==> config.mk <==
export PLATFORM = sky130hd
export DESIGN_NAME = l1_dcache_flat
export DESIGN_NICKNAME = d
export VERILOG_FILES = /design/src/rtl/l1_dcache_pkg.sv /design/src/rtl/l1_dcache_if.sv /design/src/rtl/dcache_way.sv /design/src/rtl/l1_dcache.sv /design/src/flat_wrapper.sv
export SDC_FILE = /design/constraint.sdc
export NUM_CORES = 2
export LEC_CHECK = 0
export CAP_MARGIN = 20
export CORE_MARGIN = 8
export CORE_UTILIZATION = 25
export DETAILED_ROUTE_END_ITERATION = 16
export SYNTH_ARGS = -nofsm -noshare
export SYNTH_HDL_FRONTEND = slang
export SYNTH_SLANG_ARGS = --single-unit
==> constraint.sdc <==
create_clock -name clk -period 34.8 [get_ports clk]
set_clock_uncertainty 0.1 [all_clocks]
set_input_delay 8.7 -clock clk [delete_from_list [all_inputs] [get_ports clk]]
set_output_delay 8.7 -clock clk [all_outputs]
set_load 0.03 [all_outputs]
==> src/rtl/l1_dcache_pkg.sv <==
// Shared types and helpers for the two-way write-back L1 data cache.
// Geometry is fixed: 8 sets, 2 ways, 16-byte lines.
package l1_dcache_pkg;

  typedef logic [8:0]   lc3b_c_tag;
  typedef logic [2:0]   lc3b_c_index;
  typedef logic [127:0] lc3b_datbus;
  typedef logic [15:0]  lc3b_word;
  typedef logic [15:0]  lc3b_mask;

  typedef enum logic [1:0] {
    s_idle,
    s_writeback,
    s_allocate
  } dcache_state_e;

  localparam int unsigned NUM_SETS   = 8;
  localparam int unsigned LINE_BYTES = 16;

  function automatic lc3b_c_tag addr_tag(lc3b_word a);
    return a[15:7];
  endfunction

  function automatic lc3b_c_index addr_index(lc3b_word a);
    return a[6:4];
  endfunction

  function automatic lc3b_word line_addr(lc3b_c_tag t, lc3b_c_index i);
    return {t, i, 4'h0};
  endfunction

  // Byte i of the line is taken from new_line when mask[i] is set.
  function automatic lc3b_datbus merge_bytes(lc3b_datbus old_line, lc3b_datbus new_line,
                                             lc3b_mask mask);
    lc3b_datbus merged;
    merged = old_line;
    for (int i = 0; i < LINE_BYTES; i++) begin
      if (mask[i]) merged[8*i +: 8] = new_line[8*i +: 8];
    end
    return merged;
  endfunction

endpackage

==> src/rtl/l1_dcache_if.sv <==
// Request bundle from the memory stage plus the line-granular next-level memory handshake.
interface l1_dcache_if;
  import l1_dcache_pkg::*;

  logic       mem_req;
  logic       we_on_req;
  lc3b_word   addr;
  lc3b_datbus wdata;
  lc3b_mask   byte_en;
  logic       resp;
  lc3b_datbus rdata;

  logic       pmem_read;
  logic       pmem_write;
  lc3b_word   pmem_address;
  lc3b_datbus pmem_wdata;
  logic       pmem_resp;
  lc3b_datbus pmem_rdata;

  modport master (
    output mem_req, we_on_req, addr, wdata, byte_en, pmem_resp, pmem_rdata,
    input  resp, rdata, pmem_read, pmem_write, pmem_address, pmem_wdata
  );

  modport slave (
    input  mem_req, we_on_req, addr, wdata, byte_en, pmem_resp, pmem_rdata,
    output resp, rdata, pmem_read, pmem_write, pmem_address, pmem_wdata
  );

endinterface

==> src/rtl/dcache_way.sv <==
// One cache way: 8 entries of valid/dirty/tag/line, asynchronous read, byte-masked synchronous write.
// Only the valid and dirty bits are cleared by reset; tag and data contents are left as-is.
module dcache_way
  import l1_dcache_pkg::*;
(
  input  logic        clk,
  input  logic        rst,
  input  lc3b_c_index index,
  input  logic        data_write,
  input  lc3b_mask    mask,
  input  lc3b_datbus  data_in,
  input  logic        fill,
  input  logic        mark_dirty,
  input  lc3b_c_tag   tag_in,
  output logic        valid,
  output logic        dirty,
  output lc3b_c_tag   tag,
  output lc3b_datbus  data
);

  logic [NUM_SETS-1:0] valid_bits;
  logic [NUM_SETS-1:0] dirty_bits;
  lc3b_c_tag           tags  [NUM_SETS];
  lc3b_datbus          lines [NUM_SETS];

  assign valid = valid_bits[index];
  assign dirty = dirty_bits[index];
  assign tag   = tags[index];
  assign data  = lines[index];

  always_ff @(posedge clk) begin
    if (rst) begin
      valid_bits <= '0;
      dirty_bits <= '0;
    end else if (fill) begin
      valid_bits[index] <= 1'b1;
      dirty_bits[index] <= 1'b0;
    end else if (mark_dirty) begin
      dirty_bits[index] <= 1'b1;
    end
  end

  // Reset wins over a write landing in the same cycle.
  always_ff @(posedge clk) begin
    if (!rst) begin
      if (fill) tags[index] <= tag_in;
      if (data_write) lines[index] <= merge_bytes(lines[index], data_in, mask);
    end
  end

endmodule

==> src/rtl/l1_dcache.sv <==
// Two-way set-associative, write-back, write-allocate L1 data cache with per-set LRU.
// Hits complete combinationally in IDLE; misses walk WRITEBACK (dirty victim) and ALLOCATE.
module l1_dcache
  import l1_dcache_pkg::*;
(
  input  logic        clk,
  input  logic        rst,
  l1_dcache_if.slave  bus
);

  dcache_state_e       state;
  logic [NUM_SETS-1:0] lru;
  lc3b_c_index         index;
  lc3b_c_index         miss_index;
  lc3b_c_index         way_index;
  lc3b_c_tag           tag;
  lc3b_c_tag           miss_tag;
  logic                victim_way;
  logic                cur_victim;
  logic                lookup;
  logic                any_hit;
  logic                hit_way;

  logic                pmem_read;
  logic                pmem_write;
  lc3b_word            pmem_address;
  lc3b_datbus          pmem_wdata;

  logic [1:0]          valid;
  logic [1:0]          dirty;
  logic [1:0]          hit;
  logic [1:0]          fill;
  logic [1:0]          hit_write;
  lc3b_c_tag           way_tag  [2];
  lc3b_datbus          way_data [2];

  logic                unused_offset;
  assign unused_offset = ^bus.addr[3:0];

  assign tag        = addr_tag(bus.addr);
  assign index      = addr_index(bus.addr);
  // During a miss the request may drop or move, so the arrays follow the latched miss set.
  assign way_index  = (state == s_idle) ? index : miss_index;
  assign lookup     = (state == s_idle) && bus.mem_req;
  assign any_hit    = |hit;
  assign hit_way    = hit[1];
  assign cur_victim = lru[index];

  for (genvar w = 0; w < 2; w++) begin : g_way
    assign hit[w]       = valid[w] && (way_tag[w] == tag);
    assign fill[w]      = (state == s_allocate) && bus.pmem_resp && (victim_way == 1'(w)) && !rst;
    assign hit_write[w] = lookup && bus.we_on_req && hit[w] && !rst;

    dcache_way u_way (
      .clk        (clk),
      .rst        (rst),
      .index      (way_index),
      .data_write (fill[w] | hit_write[w]),
      .mask       (fill[w] ? 16'hFFFF : bus.byte_en),
      .data_in    (fill[w] ? bus.pmem_rdata : bus.wdata),
      .fill       (fill[w]),
      .mark_dirty (hit_write[w]),
      .tag_in     (miss_tag),
      .valid      (valid[w]),
      .dirty      (dirty[w]),
      .tag        (way_tag[w]),
      .data       (way_data[w])
    );
  end

  assign bus.resp         = lookup && any_hit;
  assign bus.rdata        = hit_way ? way_data[1] : way_data[0];
  assign bus.pmem_read    = pmem_read;
  assign bus.pmem_write   = pmem_write;
  assign bus.pmem_address = pmem_address;
  assign bus.pmem_wdata   = pmem_wdata;

  // Memory-side outputs are registered on each transition so they stay stable until pmem_resp.
  always_ff @(posedge clk) begin
    if (rst) begin
      state      <= s_idle;
      lru        <= '0;
      pmem_read  <= 1'b0;
      pmem_write <= 1'b0;
    end else begin
      case (state)
        s_idle: begin
          if (bus.mem_req) begin
            if (any_hit) begin
              lru[index] <= ~hit_way;
            end else begin
              miss_index <= index;
              miss_tag   <= tag;
              victim_way <= cur_victim;
              if (valid[cur_victim] && dirty[cur_victim]) begin
                state        <= s_writeback;
                pmem_write   <= 1'b1;
                pmem_address <= line_addr(way_tag[cur_victim], index);
                pmem_wdata   <= way_data[cur_victim];
              end else begin
                state        <= s_allocate;
                pmem_read    <= 1'b1;
                pmem_address <= line_addr(tag, index);
              end
            end
          end
        end
        s_writeback: begin
          if (bus.pmem_resp) begin
            state        <= s_allocate;
            pmem_write   <= 1'b0;
            pmem_read    <= 1'b1;
            pmem_address <= line_addr(miss_tag, miss_index);
          end
        end
        s_allocate: begin
          if (bus.pmem_resp) begin
            state     <= s_idle;
            pmem_read <= 1'b0;
          end
        end
        default: state <= s_idle;
      endcase
    end
  end

endmodule

==> src/flat_wrapper.sv <==
// flat-port wrapper written by rule: the top's interface ports become plain ports
module l1_dcache_flat import l1_dcache_pkg::*;
  (clk, rst, bus_mem_req, bus_we_on_req, bus_addr, bus_wdata, bus_byte_en, bus_pmem_resp, bus_pmem_rdata, bus_resp, bus_rdata, bus_pmem_read, bus_pmem_write, bus_pmem_address, bus_pmem_wdata);
  l1_dcache_if bus_i ();
  input  logic clk;
  input  logic rst;
  input wire logic [$bits(bus_i.mem_req)-1:0] bus_mem_req;
  input wire logic [$bits(bus_i.we_on_req)-1:0] bus_we_on_req;
  input wire logic [$bits(bus_i.addr)-1:0] bus_addr;
  input wire logic [$bits(bus_i.wdata)-1:0] bus_wdata;
  input wire logic [$bits(bus_i.byte_en)-1:0] bus_byte_en;
  input wire logic [$bits(bus_i.pmem_resp)-1:0] bus_pmem_resp;
  input wire logic [$bits(bus_i.pmem_rdata)-1:0] bus_pmem_rdata;
  output wire logic [$bits(bus_i.resp)-1:0] bus_resp;
  output wire logic [$bits(bus_i.rdata)-1:0] bus_rdata;
  output wire logic [$bits(bus_i.pmem_read)-1:0] bus_pmem_read;
  output wire logic [$bits(bus_i.pmem_write)-1:0] bus_pmem_write;
  output wire logic [$bits(bus_i.pmem_address)-1:0] bus_pmem_address;
  output wire logic [$bits(bus_i.pmem_wdata)-1:0] bus_pmem_wdata;
  assign bus_i.mem_req = bus_mem_req;
  assign bus_i.we_on_req = bus_we_on_req;
  assign bus_i.addr = bus_addr;
  assign bus_i.wdata = bus_wdata;
  assign bus_i.byte_en = bus_byte_en;
  assign bus_i.pmem_resp = bus_pmem_resp;
  assign bus_i.pmem_rdata = bus_pmem_rdata;
  assign bus_resp = bus_i.resp;
  assign bus_rdata = bus_i.rdata;
  assign bus_pmem_read = bus_i.pmem_read;
  assign bus_pmem_write = bus_i.pmem_write;
  assign bus_pmem_address = bus_i.pmem_address;
  assign bus_pmem_wdata = bus_i.pmem_wdata;
  l1_dcache u_core (.clk(clk), .rst(rst), .bus(bus_i));
endmodule
# Word-level counts from Yosys, hierarchy flattened
# Memory sizes are Yosys's and may differ from the RTL's.
# Index checks and enable logic that the tools add are counted.
# word_totals
ramBits,2192
latchBits,0
mem_bits_ro,0
input_bits,293
output_inout_bits,275
register_bits,201
mem_count,4
# op_classes
shift,0
muxes,164
n_lt_le_gt_ge,6
reduce_logical,31
n_mul,0
bitwise_logic,14
eq_ne,10
div_mod_pow,0
add_sub_neg,0
# mem_list
memory,words,width,read_ports,rd_clocked_by_memory_dff,write_ports,line_no,text
u_core.g_way[0].u_way.lines,8,128,1,0,1,dcache_way.sv:24,lc3b_datbus lines [NUM_SETS];
u_core.g_way[1].u_way.lines,8,128,1,0,1,dcache_way.sv:24,
u_core.g_way[0].u_way.tags,8,9,1,0,1,dcache_way.sv:23,lc3b_c_tag tags [NUM_SETS];
u_core.g_way[1].u_way.tags,8,9,1,0,1,dcache_way.sv:23,
# ops
cell,n
$mux W8,100
$mux W128,6
$mux W16,6
$or A8 B8 Y8,4
$pmux W16 S2,1
$mux W1,31
$mux W9,3
$eq A9 B9 Y1,2
$logic_and A1 B1 Y1,17
$and A8 B8 Y8,2
$bmux W1 S3,5
$reduce_and A5 Y1,3
$ne A2 B2 Y1 const B,6
$mux W2,5
$bwmux W8,1
$lt A3 B4 Y1 const B,2
$not A8 Y8,1
$reduce_and A4 Y1,2
$demux W1 S3,2
$ge A3 B1 Y1 const B,2
$pmux W2 S3,1
$reduce_and A6 Y1,1
$reduce_bool A2 Y1,3
$not A1 Y1,4
14 further kinds,15

# Logic depth before layout (Yosys ltp)
# logic_depth
depth_word,11
ltp_mapped,17
mapped_depth_nobuf,12

# By module
# From an unflattened synthesis, not the netlist that was laid out.
# hier_totals
cells_unflattened,5349
area_unflattened_um2,99925.8
# by_module_without_submodules
mod,n_inst,area_per_inst_um2,cells_each
dcache_way (u_core.g_way[1].u_way),1,44008.5,1968
dcache_way (u_core.g_way[0].u_way),1,43595.6,2164
l1_dcache,1,12321.8,1217

# Worst setup path after synthesis
# Ideal clock, no wire load.
# synth_path
kind,input -> output
start,input bus_addr[6]
end,output bus_rdata[101]
cell_stages,12
path_slack_ps,14312
required_ps,26000
t_arrival_ps,11688
path_buffers,4
cell_sequence,and3_1 or2_1 buf_4 nand2_1 o22ai_1 or3b_1 xnor2_1 nor4_1 buf_2 buf_2 buf_2 mux2i_1
# synth_via
elab_chain_len,5
word_cells_on_any_way,9
# synth_rtl
item,line_no,text
"start, declared",flat_wrapper.sv:9,input wire logic [$bits(bus_i.addr)-1:0] bus_addr;
$mux W3 *,l1_dcache.sv:43,assign way_index = (state == s_idle) ? index : miss_index;
$mem_v2 Z8 W9 or $bmux W1 S3 (tied branches),n/a,
$eq A9 B9 Y1 or $mux W1 (tied branches),"l1_dcache.sv:50, dcache_way.sv:26",
$logic_and A1 B1 Y1,l1_dcache.sv:50,assign hit[w] = valid[w] && (way_tag[w] == tag);
$mux W128 *,l1_dcache.sv:72,assign bus.rdata = hit_way ? way_data[1] : way_data[0];
"end, declared",flat_wrapper.sv:15,output wire logic [$bits(bus_i.rdata)-1:0] bus_rdata;
# Every way passes the cells marked *; elsewhere a longest branch is shown, timed or not. The select of a mux whose other input is x is not followed.

# Worst setup path after layout
# layout_path
start,input bus_addr[6]
end,output bus_rdata[65]
# Same word-level chain as after synthesis.

==> out/metrics.csv <==
metric,value,unit
ys_warn_count,0,
drc,0,
synthCells,6220,
ys_seq_area_share,75.8,%
detail-route-antenna-nets,0,
worst_setup_path_start_kind,input pin,
fmax,39.7,MHz
dp.cells,11500,
core,375000,µm²
synth.avg_cell_area,15.1,µm²
slew_headroom,20.9,%
postRouteWirelength,343,mm
yosysTopAreaCell,edfxtp_1,
fin_nets,7061,
rsz0062_at_grt,false,
cts_buffers,265,
wl_per_cell,28.6,µm
antenna_found_initial,50,
p_leak,0.0376,µW
maxSlewViolCount,0,
grt_usage,16.4,%
cp_top_family,buffers and inverters,
rows,225,
ir_worst_vdd,0.0422,mV
slowest_delay,0.93,ns
hold_path.class,flip-flop to flip-flop,
cts_resized,0,
first_pass_iters,9,
period_needed,25.18,ns
hold_violations,0,
arrival,16.38,ns
finalCritPeriodShare,72.4,%
clock_sinks,2389,
die_w,630,µm
critPathSlowestCell,clkdlybuf4s50_1,
nFillCells,36800,
fin_cells,12000,
power.density,60.1,nW/µm²
die_y,630,µm
worstSkewPairLatency,0.88,ns
status,"finished, final reports clean",
ios,568,
cts_setup_buffers,0,
endpoint_kind,output port,
synthDistinctLibCells,67,
die_area,396000,µm²
clk_pin_slew,0.06,ns
setup_violations,0,
cts_tree,done,
async_reset_ff_share,0,%
cpMostUsedCell,buf_4,
maxCapViolations,0,
area_growth,21.6,%
worstPathRequired,26.00,ns
dpl.hpwl,200,mm
grt_pass1_vias,60200,
cts_root_buffer,clkbuf_16,
drtIter0Drc,8631,
vias,61400,
start_util,25.1,%
grt_max_degree,112,
yosys-top-cells-area,"edfxtp_1, a22oi_1, a222oi_1, a21oi_1, mux2i_1",
htree_levels,5,
ys_ff_latch,2389,
syn_area,94100,µm²
overflow,0,
grt_pass1_wl,471,mm
synth_top_area_share,74.8,%
avgViaCountPerCell,5.11,
drive_above_1_share,8.30,%
synth_edf_count,2345,
ys.flop_type,edfxtp_1,
tns,0,ns
clk_path_buf_depth,4,
worst_slew_pin_slew,1.19,ns
port_buffers,559,
worstSetupPathType,input pin to output port,
critPathBufInv,6,
worstPathMaxFanout,73,
crit_chain,"clkdlybuf4s50_1, and3_1, or2_4, buf_4, nand2_1, o22ai_1, or3b_1, xnor2_1, nor4_2, buf_12, buf_4, buf_4, nor2_1, a21oi_1, clkdlybuf4s50_1",
postCtsHoldBufs,0,
place.gp.congestion,0.814,
-- cells in the mapped netlist, drive strengths merged, types with 137 or more instances --
library cell	n
edfxtp	2345
nor2	498
a21oi	461
a22oi	407
clkbuf	349
o21ai	273
inv	249
nand2	234
a222oi	231
mux2i	188
a22o	168
nand2b	149
and3	137
-- cells by family after synthesis --
logic type | count (synthesis) | synth area share (%)
xor+xnor | 18 | 0.168
fa+ha+maj | 3 | 0.0399
other cells | 1 | 0.00399
mux | 194 | 2.08
compound gates | 1812 | 13.6
flops | 2389 | 75.8
buf+inv | 683 | 2.84
simple gates | 1120 | 5.47
-- cells in the final DEF, fill, tap and decap left out, types with 16 or more instances in the layout --
cell             count
edfxtp_1          2345
clkdlybuf4s50_1    549
nor2_1             476
a21oi_1            461
a22oi_1            407
clkbuf_16          269
o21ai_0            259
inv_1              247
nand2_1            234
a222oi_1           231
mux2i_1            186
a22o_1             168
nand2b_1           148
and3_1             136
buf_4              136
a221oi_1            69
clkinv_1            61
diode_2             54
clkbuf_1            47
o211a_1             45
dfxtp_1             44
a211oi_1            38
nand3_1             36
o22ai_1             33
clkinv_2            27
nor3_1              21
bufinv_16           20
a221o_1             19
nor2_4              16
-- power by group --
group          internal [µW]  total (µW)  switching (µW)  leakage (µW)
clock network           1590        2760            1170       0.00411
registers               3260        3270            6.28        0.0214
logic                    258         858             600        0.0121
-- per-layer routing --
metal	global-route usage (%)	vias up	share of wire [%]
li1	-	25800	-
met1	20.3	31400	38
met2	27.3	3565	48
met3	2.58	634	8.7
met4	9.43	6	6.0
met5	0	-	0.0093
-- state kept, by name, summed over array words and instances, names as in the netlist, named ones only --
register / count
u_core.g_way.u_way.valid_bits: 16
u_core.lru: 8
u_core.state: 2
u_core.g_way.u_way.lines: 2048
u_core.bus.pmem_address: 12
u_core.bus.pmem_write: 1
u_core.miss_tag: 9
u_core.victim_way: 1
u_core.miss_index: 3
u_core.bus.pmem_wdata: 128
u_core.bus.pmem_read: 1
u_core.g_way.u_way.tags: 144
-- tightest hold or removal path, delay by kind of cell (launching register included) --
kind | cells | cell delay, ns
buffers and inverters | 1 | 0.05
DFF | 1 | 0.31
AOI/OAI and AO/OA | 1 | 0.06
-- metrics by stage --
| step | worst slack (ns) | hold slack (ns) | area [µm²] | power [µW] | utilization [%] |
|---|---|---|---|---|---|
| finish | 9.62 | 0.371 | 114000 | 6880 | 30.5 |
| detailed placement | 9.70 | 0.355 | 106000 | 4180 | 28.2 |
| floorplan | 14.31 | 0.334 | 94100 | 3800 | - |
| global placement | 9.69 | 0.345 | 106000 | 4170 | 28.2 |
| global route | 9.46 | 0.385 | 114000 | 7080 | 30.5 |
| CTS | 9.65 | 0.364 | 114000 | 6920 | 30.5 |
-- area by class of cell --
cell class	count	area [µm²]	area share [%]
clock inverter	151	1540	1.34
inverter	249	935	0.817
multi-input combinational	3151	20500	17.9
sequential	2389	71300	62.3
tap	4994	6250	5.46
antenna	54	135	0.118
timing repair buffer	709	6850	5.98
clock buffer	319	6950	6.07
-- worst paths after layout --
check	startpoint	endpoint	slack (ns)	depth (start not counted)
min reg2reg	flip-flop	flip-flop	0.37	2
max	bus_addr[6]	bus_rdata[65]	9.62	15
max reg2reg	u_core.state[0]$_SDFFE_PP0P_	u_core.g_way[1].u_way.lines[4][105]$_DFFE_PP_	26.02	18
min	flip-flop	flip-flop	0.37	2
No activity file was read; power rests on OpenSTA's default activity.
